## src/rtl/pipe_ctrl_pkg.sv

```systemverilog
// Shared definitions for the pipeline controller: state encoding,
// datapath widths and the sequential PC increment.
package pipe_ctrl_pkg;

  localparam int XLEN  = 32;
  localparam int REG_W = 5;
  localparam logic [XLEN-1:0] PC_STEP = 32'd4;

  typedef enum logic [1:0] {
    IDLE = 2'd0,
    RUN  = 2'd1,
    MEM  = 2'd2,
    HAZ  = 2'd3
  } state_e;

endpackage

```

## src/rtl/pipe_ctrl_if.sv

```systemverilog
// Bundle of fetch/decode control signals between the pipeline and pipe_ctrl.
interface pipe_ctrl_if;
  import pipe_ctrl_pkg::*;

  logic             start_i;
  logic [XLEN-1:0]  pc_i;
  logic             branch_i;
  logic [XLEN-1:0]  branch_target_i;
  logic             jump_i;
  logic [XLEN-1:0]  jump_target_i;
  logic             idex_memread_i;
  logic [REG_W-1:0] idex_rt_i;
  logic [REG_W-1:0] ifid_rs_i;
  logic [REG_W-1:0] ifid_rt_i;
  logic             mem_stall_i;
  logic [XLEN-1:0]  pc_next_o;
  logic             pc_write_o;
  logic             ifid_write_o;
  logic             ifid_flush_o;
  logic             idex_bubble_o;
  logic [1:0]       state_o;
  logic [15:0]      stall_cnt_o;
  logic [15:0]      redir_cnt_o;

  modport master (
    output start_i, pc_i, branch_i, branch_target_i, jump_i, jump_target_i,
           idex_memread_i, idex_rt_i, ifid_rs_i, ifid_rt_i, mem_stall_i,
    input  pc_next_o, pc_write_o, ifid_write_o, ifid_flush_o, idex_bubble_o,
           state_o, stall_cnt_o, redir_cnt_o
  );

  modport slave (
    input  start_i, pc_i, branch_i, branch_target_i, jump_i, jump_target_i,
           idex_memread_i, idex_rt_i, ifid_rs_i, ifid_rt_i, mem_stall_i,
    output pc_next_o, pc_write_o, ifid_write_o, ifid_flush_o, idex_bubble_o,
           state_o, stall_cnt_o, redir_cnt_o
  );

endinterface

```

## src/rtl/pipe_ctrl_hazard_detect.sv

```systemverilog
// Load-use hazard comparator: a load in EX whose destination feeds an ID source.
module hazard_detect
  import pipe_ctrl_pkg::*;
(
  input  logic             memread,
  input  logic [REG_W-1:0] rt,
  input  logic [REG_W-1:0] rs,
  input  logic [REG_W-1:0] rt_id,
  output logic             lu
);

  // Register 0 is hard-wired to zero, so a load into it never creates a hazard.
  assign lu = memread && (rt != '0) && ((rt == rs) || (rt == rt_id));

endmodule

```

## src/rtl/pipe_ctrl_sat_cnt16.sv

```systemverilog
// 16-bit event counter that sticks at all-ones instead of wrapping.
module sat_cnt16 (
  input  logic        clk_i,
  input  logic        rst_i,
  input  logic        inc_i,
  output logic [15:0] cnt_o
);

  always_ff @(posedge clk_i or negedge rst_i) begin
    if (!rst_i) begin
      cnt_o <= 16'd0;
    end else if (inc_i && (cnt_o != 16'hFFFF)) begin
      cnt_o <= cnt_o + 16'd1;
    end
  end

endmodule

```

## src/rtl/pipe_ctrl.sv

```systemverilog
// Fetch/decode controller: selects the next PC and drives stall, bubble and
// flush controls from a small RUN/MEM/HAZ state machine.
module pipe_ctrl
  import pipe_ctrl_pkg::*;
(
  input  logic        clk_i,
  input  logic        rst_i,
  pipe_ctrl_if.slave  bus
);

  state_e          state_q;
  state_e          state_d;
  logic            lu;
  logic            stall_inc;
  logic [XLEN-1:0] pc_next;
  logic            pc_write;
  logic            ifid_write;
  logic            ifid_flush;
  logic            idex_bubble;
  logic [15:0]     stall_cnt;
  logic [15:0]     redir_cnt;

  hazard_detect u_hazard (
    .memread (bus.idex_memread_i),
    .rt      (bus.idex_rt_i),
    .rs      (bus.ifid_rs_i),
    .rt_id   (bus.ifid_rt_i),
    .lu      (lu)
  );

  // HAZ evaluates exactly like RUN; it only exists so the bubble cycle is visible.
  always_comb begin
    state_d     = state_q;
    pc_next     = bus.pc_i;
    pc_write    = 1'b0;
    ifid_write  = 1'b0;
    ifid_flush  = 1'b0;
    idex_bubble = 1'b0;
    stall_inc   = 1'b0;
    case (state_q)
      IDLE: begin
        if (bus.start_i) state_d = RUN;
      end
      MEM: begin
        if (bus.mem_stall_i) stall_inc = 1'b1;
        else                 state_d   = RUN;
      end
      RUN, HAZ: begin
        if (!bus.start_i) begin
          state_d = IDLE;
        end else if (bus.mem_stall_i) begin
          state_d   = MEM;
          stall_inc = 1'b1;
        end else if (lu) begin
          state_d     = HAZ;
          idex_bubble = 1'b1;
          stall_inc   = 1'b1;
        end else begin
          state_d    = RUN;
          pc_write   = 1'b1;
          ifid_write = 1'b1;
          if (bus.jump_i) begin
            pc_next    = bus.jump_target_i;
            ifid_flush = 1'b1;
          end else if (bus.branch_i) begin
            pc_next    = bus.branch_target_i;
            ifid_flush = 1'b1;
          end else begin
            pc_next = bus.pc_i + PC_STEP;
          end
        end
      end
      default: state_d = IDLE;
    endcase
  end

  always_ff @(posedge clk_i or negedge rst_i) begin
    if (!rst_i) state_q <= IDLE;
    else        state_q <= state_d;
  end

  sat_cnt16 u_stall_cnt (
    .clk_i (clk_i),
    .rst_i (rst_i),
    .inc_i (stall_inc),
    .cnt_o (stall_cnt)
  );

  sat_cnt16 u_redir_cnt (
    .clk_i (clk_i),
    .rst_i (rst_i),
    .inc_i (ifid_flush),
    .cnt_o (redir_cnt)
  );

  assign bus.pc_next_o     = pc_next;
  assign bus.pc_write_o    = pc_write;
  assign bus.ifid_write_o  = ifid_write;
  assign bus.ifid_flush_o  = ifid_flush;
  assign bus.idex_bubble_o = idex_bubble;
  assign bus.state_o       = state_q;
  assign bus.stall_cnt_o   = stall_cnt;
  assign bus.redir_cnt_o   = redir_cnt;

endmodule

```

## src/flat_wrapper.sv

```systemverilog
// flat-port wrapper written by rule: the top's interface ports become plain ports
module pipe_ctrl_flat import pipe_ctrl_pkg::*;
  (clk_i, rst_i, bus_start_i, bus_pc_i, bus_branch_i, bus_branch_target_i, bus_jump_i, bus_jump_target_i, bus_idex_memread_i, bus_idex_rt_i, bus_ifid_rs_i, bus_ifid_rt_i, bus_mem_stall_i, bus_pc_next_o, bus_pc_write_o, bus_ifid_write_o, bus_ifid_flush_o, bus_idex_bubble_o, bus_state_o, bus_stall_cnt_o, bus_redir_cnt_o);
  pipe_ctrl_if bus_i ();
  input  logic clk_i;
  input  logic rst_i;
  input wire logic [$bits(bus_i.start_i)-1:0] bus_start_i;
  input wire logic [$bits(bus_i.pc_i)-1:0] bus_pc_i;
  input wire logic [$bits(bus_i.branch_i)-1:0] bus_branch_i;
  input wire logic [$bits(bus_i.branch_target_i)-1:0] bus_branch_target_i;
  input wire logic [$bits(bus_i.jump_i)-1:0] bus_jump_i;
  input wire logic [$bits(bus_i.jump_target_i)-1:0] bus_jump_target_i;
  input wire logic [$bits(bus_i.idex_memread_i)-1:0] bus_idex_memread_i;
  input wire logic [$bits(bus_i.idex_rt_i)-1:0] bus_idex_rt_i;
  input wire logic [$bits(bus_i.ifid_rs_i)-1:0] bus_ifid_rs_i;
  input wire logic [$bits(bus_i.ifid_rt_i)-1:0] bus_ifid_rt_i;
  input wire logic [$bits(bus_i.mem_stall_i)-1:0] bus_mem_stall_i;
  output wire logic [$bits(bus_i.pc_next_o)-1:0] bus_pc_next_o;
  output wire logic [$bits(bus_i.pc_write_o)-1:0] bus_pc_write_o;
  output wire logic [$bits(bus_i.ifid_write_o)-1:0] bus_ifid_write_o;
  output wire logic [$bits(bus_i.ifid_flush_o)-1:0] bus_ifid_flush_o;
  output wire logic [$bits(bus_i.idex_bubble_o)-1:0] bus_idex_bubble_o;
  output wire logic [$bits(bus_i.state_o)-1:0] bus_state_o;
  output wire logic [$bits(bus_i.stall_cnt_o)-1:0] bus_stall_cnt_o;
  output wire logic [$bits(bus_i.redir_cnt_o)-1:0] bus_redir_cnt_o;
  assign bus_i.start_i = bus_start_i;
  assign bus_i.pc_i = bus_pc_i;
  assign bus_i.branch_i = bus_branch_i;
  assign bus_i.branch_target_i = bus_branch_target_i;
  assign bus_i.jump_i = bus_jump_i;
  assign bus_i.jump_target_i = bus_jump_target_i;
  assign bus_i.idex_memread_i = bus_idex_memread_i;
  assign bus_i.idex_rt_i = bus_idex_rt_i;
  assign bus_i.ifid_rs_i = bus_ifid_rs_i;
  assign bus_i.ifid_rt_i = bus_ifid_rt_i;
  assign bus_i.mem_stall_i = bus_mem_stall_i;
  assign bus_pc_next_o = bus_i.pc_next_o;
  assign bus_pc_write_o = bus_i.pc_write_o;
  assign bus_ifid_write_o = bus_i.ifid_write_o;
  assign bus_ifid_flush_o = bus_i.ifid_flush_o;
  assign bus_idex_bubble_o = bus_i.idex_bubble_o;
  assign bus_state_o = bus_i.state_o;
  assign bus_stall_cnt_o = bus_i.stall_cnt_o;
  assign bus_redir_cnt_o = bus_i.redir_cnt_o;
  pipe_ctrl u_core (.clk_i(clk_i), .rst_i(rst_i), .bus(bus_i));
endmodule
```

## config.mk

```make
export PLATFORM = sky130hd
export DESIGN_NAME = pipe_ctrl_flat
export DESIGN_NICKNAME = d
export VERILOG_FILES = /design/src/rtl/pipe_ctrl_pkg.sv /design/src/rtl/pipe_ctrl_if.sv /design/src/rtl/pipe_ctrl_hazard_detect.sv /design/src/rtl/pipe_ctrl_sat_cnt16.sv /design/src/rtl/pipe_ctrl.sv /design/src/flat_wrapper.sv
export SDC_FILE = /design/constraint.sdc
export NUM_CORES = 1
export LEC_CHECK = 0
export ABC_AREA = 1
export BUFFER_PORTS_ARGS = -buffer_cell sky130_fd_sc_hd__buf_4
export CORE_MARGIN = 5
export CORE_UTILIZATION = 53
export DETAILED_ROUTE_END_ITERATION = 12
export PLACE_DENSITY = 0.88
export SYNTH_ARGS = -nofsm -noshare
export SYNTH_HDL_FRONTEND = slang
export SYNTH_SLANG_ARGS = --single-unit
```

## constraint.sdc

```tcl
create_clock -name clk_i -period 2.9 [get_ports clk_i]
set_input_delay 0.58 -clock clk_i [delete_from_list [all_inputs] [get_ports clk_i]]
set_output_delay 0.58 -clock clk_i [all_outputs]
set_load 0.03 [all_outputs]
```

## Yosys cells after proc, flatten, opt, wreduce, memory -nomap -nowiden

Cells that the tools add are included.

- Output and inout bits: 70
- Logic and storage cells: 54
- Bits in registers: 34

- Multiplexer cells: 30
- Add/subtract/negate cells: 3
- Reductions and logical operators: 9
- Equality and inequality tests: 9

Operators with widths:

| operator | count |
|---|---|
| $mux 32 | 6 |
| $add 16x1->16 const B | 2 |
| $add 32x3->32 const B | 1 |
| $ne 16x16->1 const B | 2 |
| $mux 1 | 17 |
| $eq 5x5->1 | 2 |
| $mux 2 | 5 |
| $pmux 2 s3 | 1 |
| $reduce_bool 5->1 | 1 |
| $eq 2x2->1 const B | 2 |
| $logic_and 1x1->1 | 4 |
| $ne 2x2->1 const B | 2 |
| $eq 2x1->1 const B | 1 |
| $logic_not 2->1 | 1 |
| $pmux 1 s2 | 1 |
| $reduce_and 2->1 | 1 |
| $reduce_or 2->1 | 1 |
| $logic_or 1x1->1 | 1 |

## Depth between registers and ports, before layout

Gate-level depths: netlist of the first run.

- Depth after elaboration: 8
- Depth in mapped cells: 12

## By module

A second synthesis of the first run with hierarchy kept.

- Cells, all modules: 726
- Area total of the unflattened synthesis: 4116.4 µm²

By module, submodules not included:

| module | instances | cells each | area each (µm²) | sequential area each (µm²) |
|---|---|---|---|---|
| pipe_ctrl | 1 | 369 | 1793.0 | 50.0 |
| sat_cnt16 at u_core.u_stall_cnt | 1 | 163 | 1069.8 | 400.4 |
| sat_cnt16 at u_core.u_redir_cnt | 1 | 149 | 1058.5 | 400.4 |
| hazard_detect | 1 | 45 | 195.2 | 0.0 |

## Worst setup path before layout of the first run

No wires, ideal clock.

- Path type: reg2out
- Start point: register u_core.state_q[0], in the netlist u_core.bus.state_o[0]
- End point: output bus_pc_next_o[27]
- Setup slack: 0.343 ns
- Buffers on the path: 1
- Data required time: 2.320 ns
- Arrival time: 1.977 ns
- Cell stages (with the launch flop): 8
- Path through: dfrtp_1 > nand2_1 > nor2_2 > inv_1 > a21oi_2 > buf_2 > nor2_1 > a21oi_1

- Cells in the longest elaborated chain, start to end: 3
- Elaborated cells on any way between the ends: 4
- Those cells by class: eq/ne (2); mux (1); reduce/logical (1)

Ends and longest elaborated chain:

| element | line | text |
|---|---|---|
| start, declared | pipe_ctrl.sv:11 | `state_e state_q;` |
| start signal, assigned | pipe_ctrl.sv:79 | `else state_q <= state_d;` |
| $eq 2x1->1 / $eq 2x2->1 (equally long branches) | pipe_ctrl.sv:40 | `case (state_q)` |
| $reduce_or 2->1 * | pipe_ctrl.sv:40 |  |
| $mux 32 * | pipe_ctrl.sv:40 |  |
| end, declared | flat_wrapper.sv:18 | `output wire logic [$bits(bus_i.pc_next_o)-1:0] bus_pc_next_o;` |

Mark *: on every way between the ends. The rest lies on a longest branch, timed or not.

## Worst setup path after layout of the first run

- Start point: input bus_pc_i[2]
- End point: output bus_pc_next_o[28]

- Cells in the longest elaborated chain, start to end: 7

Ends and longest elaborated chain:

| element | line | text |
|---|---|---|
| start, declared | flat_wrapper.sv:8 | `input wire logic [$bits(bus_i.pc_i)-1:0] bus_pc_i;` |
| $add 32x3->32 | pipe_ctrl.sv:69 | `pc_next = bus.pc_i + PC_STEP;` |
| $mux 32 | pipe_ctrl.sv:65 | `end else if (bus.branch_i) begin` |
| $mux 32 | pipe_ctrl.sv:62 | `if (bus.jump_i) begin` |
| $mux 32 | pipe_ctrl.sv:54 | `end else if (lu) begin` |
| $mux 32 | pipe_ctrl.sv:51 | `end else if (bus.mem_stall_i) begin` |
| $mux 32 | pipe_ctrl.sv:49 | `if (!bus.start_i) begin` |
| $mux 32 | pipe_ctrl.sv:40 |  |

No other way between the ends.

==> flow_summary_export.csv, run 1 <==
group,metric,value,unit
global_route,antenna_found_initial,0,
floorplan,die_area,10000,um^2
synth,syn_area,4300,um^2
route,drt-total-wl,15.6,mm
route,drtIter0Drc,300,
clock_tree,worstSkewPairLatency,0.29,ns
clock_tree,postCtsResizedCells,0,
synth,synthArstFlopShare,100,%
synth,synthCells,799,
power,internal_power,1.07,mW
power,p_sw,820,uW
placed_design,dp_hpwl,12.3,mm
power,pwr-share-seq,32.1,%
placed_design,numPortBuffers,187,
sta,slew_headroom,65.8,%
power,ir_worst_vdd,0.461,mV
global_route,grt_pass1_wl,26.2,mm
power,comb_power_share,50.0,%
synth,synth_seq_area_share,19.8,%
worst_setup_path,r2r-start,"u_core.u_redir_cnt.cnt_o[0]",
placed_design,globalplace.congestion,0.924,
finish,fill_cells,640,
run_status,status,"finished clean",
worst_setup_path,reg2reg_to,"u_core.u_redir_cnt.cnt_o[5]",
sta,finClkSkew,0.00893,ns
worst_setup_path,crit_type,"primary input to output pin",
floorplan,die_w,100,um
finish,fin_util,75.4,%
sta,fmax,371,MHz
power,switching_share,43.4,%
worst_setup_path,path_max_fanout,6,
worst_setup_path,path_buf_inv,3,
worst_setup_path,worst_path_max_delay_cell,"nor2_1",
finish,final_nets,1098,
worst_setup_path,startpoint_type,"primary input",
job,maxCapViolations,0,
sta,setup_viol,0,
route,postRouteAntennaNets,0,
global_route,grt_max_degree,55,
synth,synth-seq-cells,34,
worst_setup_path,crit_chain,"buf_4, ha_1, nand3_1, inv_1, nand2_1, nor2_1, nand3_1, nand2_1, nand2_1, nand2_1, nand2_1, o21ai_0, buf_4",
clock_tree,cts_buffer_depth,2,
clock_tree,ctsHtreeMaxLevel,2,
synth,synth_area_per_cell,5.38,um^2
finish,diodes,0,
worst_setup_path,cp.arrival,2.11,ns
route,drt-wirelength-per-cell,14.5,um
sta,maxSlewViolCount,0,
clock_tree,path_clk_slew,0.07,ns
worst_setup_path,slowest_delay,0.26,ns
synth,synth_top_flop_cell,"dfrtp_1",
finish,area_growth_syn_to_layout,37.0,%
power,p_leak,3.26,nW
route,via_per_inst,5.39,
power,powerDensity,321,nW/um^2
finish,layout_commonest_cell,"nand2_1",
placed_design,dp_cells,1072,
clock_tree,cts-hold-fix-buffers,0,
hold_path,holdCritPathClass,"primary input to asynchronous set/reset pin",
worst_setup_path,crit_family,"simple AND/OR/NAND/NOR gates",
synth,synthDistinctLibCells,33,
route,first_pass_iters,5,
clock_tree,postCtsSetupRepairBufs,0,
route,remaining_drc_errors,0,
sta,tightest_slew,0.512,ns
floorplan,core,7810,um^2
global_route,grt.overflow.total,0,
route,num_vias,5812,
clock_tree,clock_tree.root_cell,"clkbuf_8",
finish,stdcell_count,1079,
floorplan,initial_core_util,55.0,%
finish,drive_gt1_share,22.3,%
floorplan,fp-row-count,32,
floorplan,dieHeight,100,um
power,finalPower,1.89,mW
sta,hold_viol_final,0,
global_route,first_global_vias,5684,
clock_tree,cts_tree,"done",
sta,period_needed,2.69,ns
worst_setup_path,rrSetupSlack,0.71,ns
sta,layout_setup_ws,0.207,ns
floorplan,ios,188,
sta,grt_setup_unrepaired,"no",
worst_setup_path,r2r_cells,8,
clock_tree,numCtsBuffers,5,
placed_design,pre_cts_ws,0.264,ns
global_route,grtUsageTotal,31.2,%
synth,yosysWarningCount,0,
sta,finalSetupTns,0,ns
worst_setup_path,crit_top_cell,"nand2_1",
sta,min_period_over_period,92.8,%
synth,synth_fp_nets,920,
power,p_clk_share,17.9,%
worst_setup_path,critPathRequiredTime,2.32,ns
synth,synth_edf_count,0,
finish,mostFrequentLayoutCells,"nand2_1, buf_4, nor2_1, inv_1, nand3_1",
worst_setup_path,endpoint_kind,"output pin",
clock_tree,cts.sink_count,34,
## cell families (layout without fill, tap and decap cells)
logic type	count (synthesis)	after routing	synth area share, %
xor+xnor	29	29	5.91
mux	1	1	0.233
simple gates	566	566	55.9
buf+inv	109	287	10.3
fa+ha+maj	3	3	0.873
flops	34	34	19.8
compound gates	57	57	6.99
## metrics by stage
step	hold WS, ns	area [um^2]
floorplan	0.284	4300
global placement	0.506	5810
detailed placement	0.524	5810
CTS	0.245	5890
global route	0.258	5890
finish	0.224	5890
## state kept, by name, summed over array words and instances (netlist names)
signal,flops
u_core.bus.state_o,2
u_core.u_redir_cnt.cnt_o,16
u_core.u_stall_cnt.cnt_o,16
## per-layer routing
metal	GRT usage, %	share of wire, %	vias up
li1	-	-	2858
met1	37.6	38	2642
met2	55.2	48	268
met3	5.70	10	44
met4	12.0	3.1	0
met5	0	0	-
## worst max path at each step
stage | start | end | cells past startpoint
2_1_floorplan | u_core.bus.state_o[0] | bus_pc_next_o[27] | 7
3_3_place_gp | bus_pc_i[2] | bus_pc_next_o[12] | 11
3_5_place_dp | bus_pc_i[2] | bus_pc_next_o[28] | 13
4_1_cts | bus_pc_i[2] | bus_pc_next_o[28] | 14
5_1_grt | bus_pc_i[2] | bus_pc_next_o[21] | 12
6_report | bus_pc_i[2] | bus_pc_next_o[28] | 13
## power by group through the flow
stage               Clock, mW  Combinational [mW]  Sequential (mW)
finish                  0.338               0.944            0.606
global route            0.368                1.03            0.616
CTS                     0.340               0.943            0.602
detailed placement          0               0.939            0.611
global placement            0               0.916            0.606
floorplan                   0               0.435            0.705
## synth_stat cells (2+ instances only)
cell      instances  area (um^2)
a21boi_0          2         15.0
a21oi_1          21          105
buf_1             3         11.3
buf_2             9         45.0
buf_4             4         30.0
clkbuf_1         10         37.5
dfrtp_1          34          851
ha_1              3         37.5
inv_1            81          304
nand2_1         309         1160
nand2_2           3         18.8
nand3_1          68          340
nand3b_1         12         90.1
nand4_1          21          131
nand4_4           2         42.5
nor2_1          135          507
nor2_2            2         12.5
nor3_1            8         40.0
o21ai_0          30          150
or2_2             2         12.5
xnor2_1          11         96.3
xor2_1           18          158
## area by class of cell
type | instances | area [um^2] | share of cell area (%)
clock buffer | 6 | 72.6 | 1.23
sequential | 34 | 851 | 14.4
inverter | 82 | 308 | 5.23
multi-input combinational | 656 | 3010 | 51.1
timing repair buffer | 198 | 1510 | 25.7
clock inverter | 1 | 7.51 | 0.127
tap | 102 | 128 | 2.17
(Power assumes the default switching activity.)
==> run 2, diff against run 1 <==
--- a/config.mk
+++ b/config.mk
@@ -8,9 +8,10 @@
 export ABC_AREA = 1
 export BUFFER_PORTS_ARGS = -buffer_cell sky130_fd_sc_hd__buf_4
 export CORE_MARGIN = 5
-export CORE_UTILIZATION = 53
+export CORE_UTILIZATION = 25
 export DETAILED_ROUTE_END_ITERATION = 12
-export PLACE_DENSITY = 0.88
+export GPL_TIMING_DRIVEN = 0
+export PLACE_DENSITY = 0.48
 export SYNTH_ARGS = -nofsm -noshare
 export SYNTH_HDL_FRONTEND = slang
 export SYNTH_SLANG_ARGS = --single-unit
==> run 2 against run 1 <==
Utilization decreased by 39 points. Clock skew shrank 0.0051 ns. Critical path depth is 3 lower. Cell count is 13% higher. Die area rose by 99%. Critical endpoint is now bus_pc_next_o[19]. Highest routed layer unchanged. Setup slack worse by 0.079 ns. Sequential power about the same. Register-to-register slack improved by 0.08 ns.
==> flow_summary_export.csv, run 2 (same netlist as run 1, synthesis figures left out) <==
group,metric,value,unit
route,drtIter0Drc,265,
worst_setup_path,startpoint_type,"primary input",
finish,fill_cells,1999,
worst_setup_path,critPathRequiredTime,2.32,ns
sta,layout_setup_ws,0.128,ns
placed_design,pre_cts_ws,-0.171,ns
sta,grt_setup_unrepaired,"yes",
sta,slew_headroom,55.1,%
worst_setup_path,crit_chain,"buf_4, inv_1, nand4_1, o21ai_0, inv_1, a21oi_4, clkbuf_4, nor2_1, a21oi_1, buf_4",
sta,fin_hold_ws,0.253,ns
clock_tree,cts_tree,"done",
floorplan,fp-row-count,48,
job,maxCapViolations,0,
route,drt-total-wl,18.7,mm
hold_path,holdCritPathClass,"primary input to asynchronous set/reset pin",
placed_design,numPortBuffers,186,
finish,fin_area,6200,um^2
floorplan,ios,188,
clock_tree,worstSkewPairLatency,0.28,ns
clock_tree,cts-hold-fix-buffers,0,
route,remaining_drc_errors,0,
worst_setup_path,r2r_cells,8,
finish,multi_input_area,3040,um^2
worst_setup_path,slowest_delay,0.35,ns
finish,mostFrequentLayoutCells,"nand2_1, buf_4, nor2_1, inv_1, nand3_1",
worst_setup_path,reg2reg_to,"u_core.u_redir_cnt.cnt_o[5]",
route,drt-wirelength-per-cell,15.3,um
sta,period_needed,2.77,ns
power,powerDensity,354,nW/um^2
finish,diodes,0,
sta,min_period_over_period,95.6,%
finish,final_nets,1114,
floorplan,die_area,19900,um^2
finish,layout_commonest_cell,"nand2_1",
clock_tree,path_clk_slew,0.06,ns
sta,maxSlewViolCount,0,
placed_design,place_area,5980,um^2
placed_design,dp_hpwl,15.1,mm
worst_setup_path,crit_type,"primary input to output pin",
sta,hold_viol_final,0,
route,via_per_inst,4.52,
run_status,status,"finished clean",
worst_setup_path,cp.arrival,2.19,ns
clock_tree,ctsHtreeMaxLevel,2,
route,num_vias,5504,
worst_setup_path,cp-startpoint,"bus_idex_rt_i[1]",
worst_setup_path,endpoint_kind,"output pin",
clock_tree,clock_tree.root_cell,"clkbuf_16",
floorplan,core,17100,um^2
sta,tightest_slew,0.674,ns
sta,setup_viol,0,
placed_design,globalplace.congestion,0.878,
finish,drive_gt1_share,23.3,%
power,p_leak,3.34,nW
finish,area_growth_syn_to_layout,44.3,%
global_route,grt_max_degree,35,
floorplan,die_w,141,um
worst_setup_path,worst_path_max_delay_cell,"a21oi_4",
global_route,grt_pass1_wl,29.1,mm
floorplan,dieHeight,141,um
worst_setup_path,r2r-start,"u_core.u_redir_cnt.cnt_o[0]",
floorplan,initial_core_util,25.2,%
clock_tree,cts_buffer_depth,2,
global_route,first_global_vias,5320,
global_route,grtUsageTotal,18.3,%
route,postRouteAntennaNets,0,
sta,fmax,361,MHz
worst_setup_path,rrSetupSlack,0.79,ns
power,ir_worst_vdd,0.370,mV
finish,seqCellArea,851,um^2
worst_setup_path,path_max_fanout,10,
clock_tree,cts.sink_count,34,
route,first_pass_iters,5,
global_route,antenna_found_initial,0,
sta,finClkSkew,0.00385,ns
finish,fin_util,36.4,%
global_route,grt.overflow.total,0,
clock_tree,numCtsBuffers,5,
run 2: cell count changes in the layout (fill, tap and decap cells not counted), sizes merged:
| cell | delta |
|---|---|
| clkbuf | +11 |
| buf | +5 |
| clkinvlp | -1 |
| bufinv | +1 |
run 2: how the worst max path moves through the flow:
stage / endpoint / depth (start not counted)
floorplan: bus_pc_next_o[27] / 7
global placement: bus_pc_next_o[28] / 13
detailed placement: bus_pc_next_o[28] / 13
CTS: bus_pc_next_o[21] / 12
global route: bus_pc_next_o[22] / 10
finish: bus_pc_next_o[19] / 10
run 2: worst max-delay path, delay by kind of cell:
kind	cells	cell delay, ns
AOI/OAI and AO/OA	3	0.65
and+or+nand+nor	2	0.12
buffers and inverters	5	0.82
run 2: layout make-up:
type	count	share of cell area (%)
plain buffers	27	2.40
clock buffers	6	2.24
clock inverters	1	0.484
inverters	82	4.96
multi-input cells	656	49.0
flip-flops and latches	34	13.7
well taps	225	4.54
repair buffers	187	22.6
run 2: where the power goes:
part / switching [mW] / internal, mW / leakage, nW
clock: 0.204 / 0.424 / 0.0829
sequential: 0.0794 / 0.528 / 0.463
combinational: 0.580 / 0.381 / 2.79
total: 0.864 / 1.33 / 3.34
run 2: stage by stage:
stage / total power, mW / TNS [ns] / std cells
after floorplan: 1.14 / 0 / 799
after global routing: 2.35 / -0.220 / 1218
after detailed placement: 1.58 / -1.49 / 1210
after global placement: 1.57 / -1.92 / 1210
final: 2.20 / 0 / 1218
after CTS: 2.22 / 0 / 1217
run 2: timing repair:
item	4_1_cts	5_1_grt
endpoints found under the setup margin	30	19
buffers inserted	0	1
resized for setup	8	14
gates cloned	0	0
run 2: metal layers:
layer  vias to the layer above  GRT usage, %  share of wire [%]
met5                         -             0                  0
met4                         0          3.42                1.1
met3                        11          3.60                6.7
met2                       158          32.1                 49
met1                      2442          23.3                 43
li1                       2893             -                  -
